[config.mk]
export PLATFORM = sky130hd
export DESIGN_NAME = mpt_mem_arbiter
export DESIGN_NICKNAME = d
export VERILOG_FILES = /design/src/rtl/mpt_mem_arbiter.sv
export SDC_FILE = /design/constraint.sdc
export NUM_CORES = 1
export LEC_CHECK = 0
export CAP_MARGIN = 30
export CORE_AREA = 2 2 329 331
export CTS_CLUSTER_DIAMETER = 30
export DETAILED_ROUTE_END_ITERATION = 10
export DIE_AREA = 0 0 331 333
export GPL_ROUTABILITY_DRIVEN = 0
export GPL_TIMING_DRIVEN = 0
export SYNTH_ARGS = -nofsm -noshare
export SYNTH_HDL_FRONTEND = slang
export SYNTH_SLANG_ARGS = --single-unit
[constraint.sdc]
create_clock -name clk_i -period 3.48 [get_ports clk_i]
set_clock_uncertainty 0.05 [all_clocks]
set_input_delay 0.522 -clock clk_i [delete_from_list [all_inputs] [get_ports clk_i]]
set_output_delay 0.522 -clock clk_i [all_outputs]
set_load 0.01 [all_outputs]
[src/rtl/mpt_mem_arbiter.sv]
// mpt_mem_arbiter: merges several walker MEM buses into one downstream MEM bus with
// round-robin arbitration, grant lock and in-order response routing through an ID FIFO.
module mpt_mem_arbiter #(
  parameter int NumPorts       = 4,
  parameter int AddrWidth      = 64,
  parameter int DataWidth      = 64,
  parameter int MaxOutstanding = 2
) (
  input  logic                            clk_i,
  input  logic                            rst_ni,
  input  logic [NumPorts-1:0]             s_mem_req,
  output logic [NumPorts-1:0]             s_mem_gnt,
  input  logic [NumPorts*AddrWidth-1:0]   s_mem_addr,
  input  logic [NumPorts*DataWidth-1:0]   s_mem_wdata,
  input  logic [NumPorts-1:0]             s_mem_we,
  input  logic [NumPorts*DataWidth/8-1:0] s_mem_be,
  output logic [NumPorts-1:0]             s_mem_valid,
  output logic [DataWidth-1:0]            s_mem_rdata,
  output logic [NumPorts-1:0]             s_mem_error,
  output logic                            m_mem_req,
  input  logic                            m_mem_gnt,
  output logic [AddrWidth-1:0]            m_mem_addr,
  output logic [DataWidth-1:0]            m_mem_wdata,
  output logic                            m_mem_we,
  output logic [DataWidth/8-1:0]          m_mem_be,
  input  logic                            m_mem_valid,
  input  logic [DataWidth-1:0]            m_mem_rdata,
  input  logic                            m_mem_error,
  output logic                            busy_o,
  output logic                            spurious_rsp_o
);
  localparam int IW = $clog2(NumPorts);
  localparam int PW = MaxOutstanding > 1 ? $clog2(MaxOutstanding) : 1;
  localparam int BW = DataWidth / 8;
  logic [IW-1:0] rr_ptr, lock_idx, rr_win, winner, head, j;
  logic [IW-1:0] fifo [MaxOutstanding];
  logic [PW-1:0] wr_ptr, rd_ptr;
  logic [PW:0]   count;
  logic          lock, found, active, full, empty, push, pop, spurious;
  always_comb begin
    rr_win = rr_ptr;
    found  = 1'b0;
    j      = '0;
    for (int k = 0; k < NumPorts; k++) begin
      j = IW'((int'(rr_ptr) + k) % NumPorts);
      if (!found && s_mem_req[j]) begin
        found  = 1'b1;
        rr_win = j;
      end
    end
  end
  // A locked request keeps its winner so the payload never switches mid-request.
  assign winner      = lock ? lock_idx : rr_win;
  assign active      = lock | (|s_mem_req);
  assign full        = count == (PW+1)'(MaxOutstanding);
  assign empty       = count == '0;
  assign m_mem_req   = active & !full;
  assign m_mem_addr  = active ? s_mem_addr[int'(winner)*AddrWidth +: AddrWidth] : '0;
  assign m_mem_wdata = active ? s_mem_wdata[int'(winner)*DataWidth +: DataWidth] : '0;
  assign m_mem_we    = active & s_mem_we[winner];
  assign m_mem_be    = active ? s_mem_be[int'(winner)*BW +: BW] : '0;
  assign push        = m_mem_req & m_mem_gnt;
  assign pop         = m_mem_valid & !empty;
  assign head        = fifo[rd_ptr];
  assign s_mem_gnt   = NumPorts'(push) << winner;
  assign s_mem_valid = NumPorts'(pop) << head;
  assign s_mem_error = NumPorts'(pop & m_mem_error) << head;
  assign s_mem_rdata = m_mem_rdata;
  assign busy_o         = !empty | lock;
  assign spurious_rsp_o = spurious;
  always_ff @(posedge clk_i)
    if (push) fifo[wr_ptr] <= winner;
  always_ff @(posedge clk_i or negedge rst_ni)
    if (!rst_ni) begin
      rr_ptr   <= '0;
      lock     <= 1'b0;
      lock_idx <= '0;
      wr_ptr   <= '0;
      rd_ptr   <= '0;
      count    <= '0;
      spurious <= 1'b0;
    end else begin
      if (push) begin
        lock   <= 1'b0;
        rr_ptr <= (winner == IW'(NumPorts - 1)) ? '0 : winner + 1'b1;
        wr_ptr <= wr_ptr + PW'(MaxOutstanding > 1);
      end else if (m_mem_req) begin
        lock     <= 1'b1;
        lock_idx <= winner;
      end
      if (pop) rd_ptr <= rd_ptr + PW'(MaxOutstanding > 1);
      if (m_mem_valid && empty) spurious <= 1'b1;
      count <= count + (PW+1)'(push) - (PW+1)'(pop);
    end
endmodule

==> impl_metrics.yaml <==
logic_synthesis:
  synth_nets: 1251
  synth_warnings: 0
  synth.distinct_cells: 37
  synth.largest_area_cell: "mux2i_1"
  avgSynthCellArea_um2: 8.53
  netlist_top_cells_area: "mux2i_1, o22ai_1, buf_4"
  synth.top_cell.area_share: 0.516
  syn_area_mm2: 0.00536
  postSynthCellCount: 628
  synth_seq_area_share: 0.0691
  ys_ff_latch: 14
finish:
  layout.cells.most_common_list: "clkdlybuf4s50_1, mux2i_1, o22ai_1"
  drive_above_1_share: 0.159
  final_core_util: 0.147
  syn2layout_area_growth_pct: 192
  final_common_cell: "clkdlybuf4s50_1"
  stdcell_count: 2828
  seqCellArea_um2: 372
  fill_cells: 12200
  fin_nets: 2042
  multi_input_area_mm2: 0.00433
floorplanning:
  core_area_mm2: 0.107
  start_util: 0.0503
  die_width_um: 331
  die_h_um: 333
  ios: 837
  rows: 120
  die_area_mm2: 0.110
worst_setup_path:
  arrival_ps: 2810
  crit_type: "in -> out"
  required_ps: 2910
  cp-start-kind: "input port"
  reg2regPathDepth: 8
  worstPathMaxFanout: 11
  cp-end-kind: "output pin"
global_routing:
  grt_max_degree: 12
  gr-total-overflow: 0
  track_usage: 0.118
  grt_pass1_wl_um: 85200
  antenna_found_initial: 27
  grt_pass1_vias: 8903
sta:
  hold_viol: 0
  max_slew_margin: 0.616
  fin_crit_sh: 0.971
  tightest_slew_ps: 572
  drv_slew: 0
  finalCriticalPeriod_ps: 3380
  finalSetupViolations: 0
  worst_slack_ps: 102
  finalSetupTns_ps: 0
  max_freq_mhz: 296
  grt_setup_unrepaired: "false"
routing:
  drc_errors: 0
  vias: 8613
  ant_nets: 0
  post_drt_wl_per_cell_um: 24.6
  viasPerCell: 3.05
  drt_iter0_drc: 304
  first_pass_iters: 5
  wl_um: 69700
pwr:
  leakage_uw: 0.00607
  powerDensity_mw_per_mm2: 854
  power_uw: 13400
  ir_drop_v: 0.000338
worst_hold_path:
  hold_depth: 1
  hold_class: "reg -> reg"
clocking:
  cts_root_buffer: "clkbuf_16"
  cts_tree: "done"
  cts_buffers: 3
  clk_pin_slew_ps: 50
  clock_path_buffers: 2
  cts_max_level: 1
  cts_sinks: 14
  clk_latency_ps: 240
  cts.hold.buffers_added: 0
status:
  run_status: "finished, final reports clean"
placed_design:
  dp_hpwl_um: 62000
  portBuffers: 772
  dp.cells: 2806
  pre_cts_ws_ps: -1350
run:
  max-cap-violations: 0
-- worst paths after layout --
| check | from | endpoint | slack (ps) |
|---|---|---|---|
| min in group asynchronous | rst_ni | rd_ptr | 540 |
| max | s_mem_req[2] | m_mem_wdata[51] | 100 |
| min | wr_ptr | wr_ptr | 440 |
| min reg2reg | wr_ptr | wr_ptr | 440 |
| max reg2reg | lock | count[1] | 1240 |
| max in group asynchronous | rst_ni | rr_ptr[1] | 2510 |
-- synth_stat cells (all sizes together) --
cell type / instances
and3b: 1
a21o: 1
or2: 1
nor2: 16
a221oi: 1
edfxtp: 4
nor2b: 3
dfrtp: 10
clkbuf: 15
a22oi: 1
a211oi: 1
inv: 4
o211ai: 2
nand2b: 2
ha: 2
o21bai: 1
nor3b: 1
o21ai: 7
a2bb2oi: 1
and2: 1
o2111a: 1
o22ai: 138
a21oi: 3
mux2: 4
buf: 111
xnor2: 4
nand3: 2
mux2i: 276
nand2: 11
and3: 1
nor3: 2
-- per-layer routing --
metal | vias to the layer above | wire length (um) | track usage | part of all wire
met2 | 550 | 31800 | 0.198 | 0.46
met1 | 4037 | 27400 | 0.139 | 0.39
li1 | 3966 | - | - | -
met3 | 48 | 9550 | 0.0600 | 0.14
met4 | 12 | 828 | 0.0126 | 0.012
met5 | - | 77 | 0 | 0.0011
-- worst max-delay path, stage by stage --
cell	delay [ps]
dlygate4sd2_1	280
nor2b_1	140
o21ai_1	200
o2111a_1	260
o21ai_2	90
buf_4	230
clkbuf_4	270
o22ai_1	200
clkdlybuf4s50_1	560
-- flip-flops by register name, indices dropped and copies added, names as in the netlist --
signal / flops
rd_ptr: 1
rr_ptr: 2
fifo: 4
lock_idx: 2
spurious_rsp_o: 1
count: 2
lock: 1
wr_ptr: 1
-- power by group --
group | switching, uW | internal, uW
Clock | 64.1 | 155
Combinational | 7080 | 5740
Sequential | 70.1 | 256
-- metrics by stage --
step           cell area [um2]  hold slack, ps
3_3_place_gp             14800             429
6_report                 15700             439
4_1_cts                  15600             440
5_1_grt                  15600             471
2_1_floorplan             5360             176
3_5_place_dp             14900             431
-- logic make-up after synthesis --
logic type | Yosys count | share of synthesized area
xor+xnor | 4 | 0.00654
fa+ha+maj | 2 | 0.00467
buf+inv | 130 | 0.174
compound gates | 157 | 0.186
simple gates | 41 | 0.0350
mux | 280 | 0.524
flops | 14 | 0.0691
-- repair_timing --
action / 4_1_cts / 5_1_grt
gates cloned: 3 / 0
setup buffers: 8 / 0
resized for setup: 371 / 9
pin swaps: 4 / 2
hold endpoints to repair: 0 / 0
setup endpoints to repair: 141 / 57
-- layout make-up --
class / instances / share of cell area
well taps: 1403 / 0.112
flip-flops and latches: 14 / 0.0237
inverters: 4 / 0.000959
repair buffers: 786 / 0.500
multi-input cells: 484 / 0.277
clock buffers: 4 / 0.00504
diodes: 7 / 0.00112
plain buffers: 126 / 0.0799
Note: power is estimated with default switching activity, not from simulation.
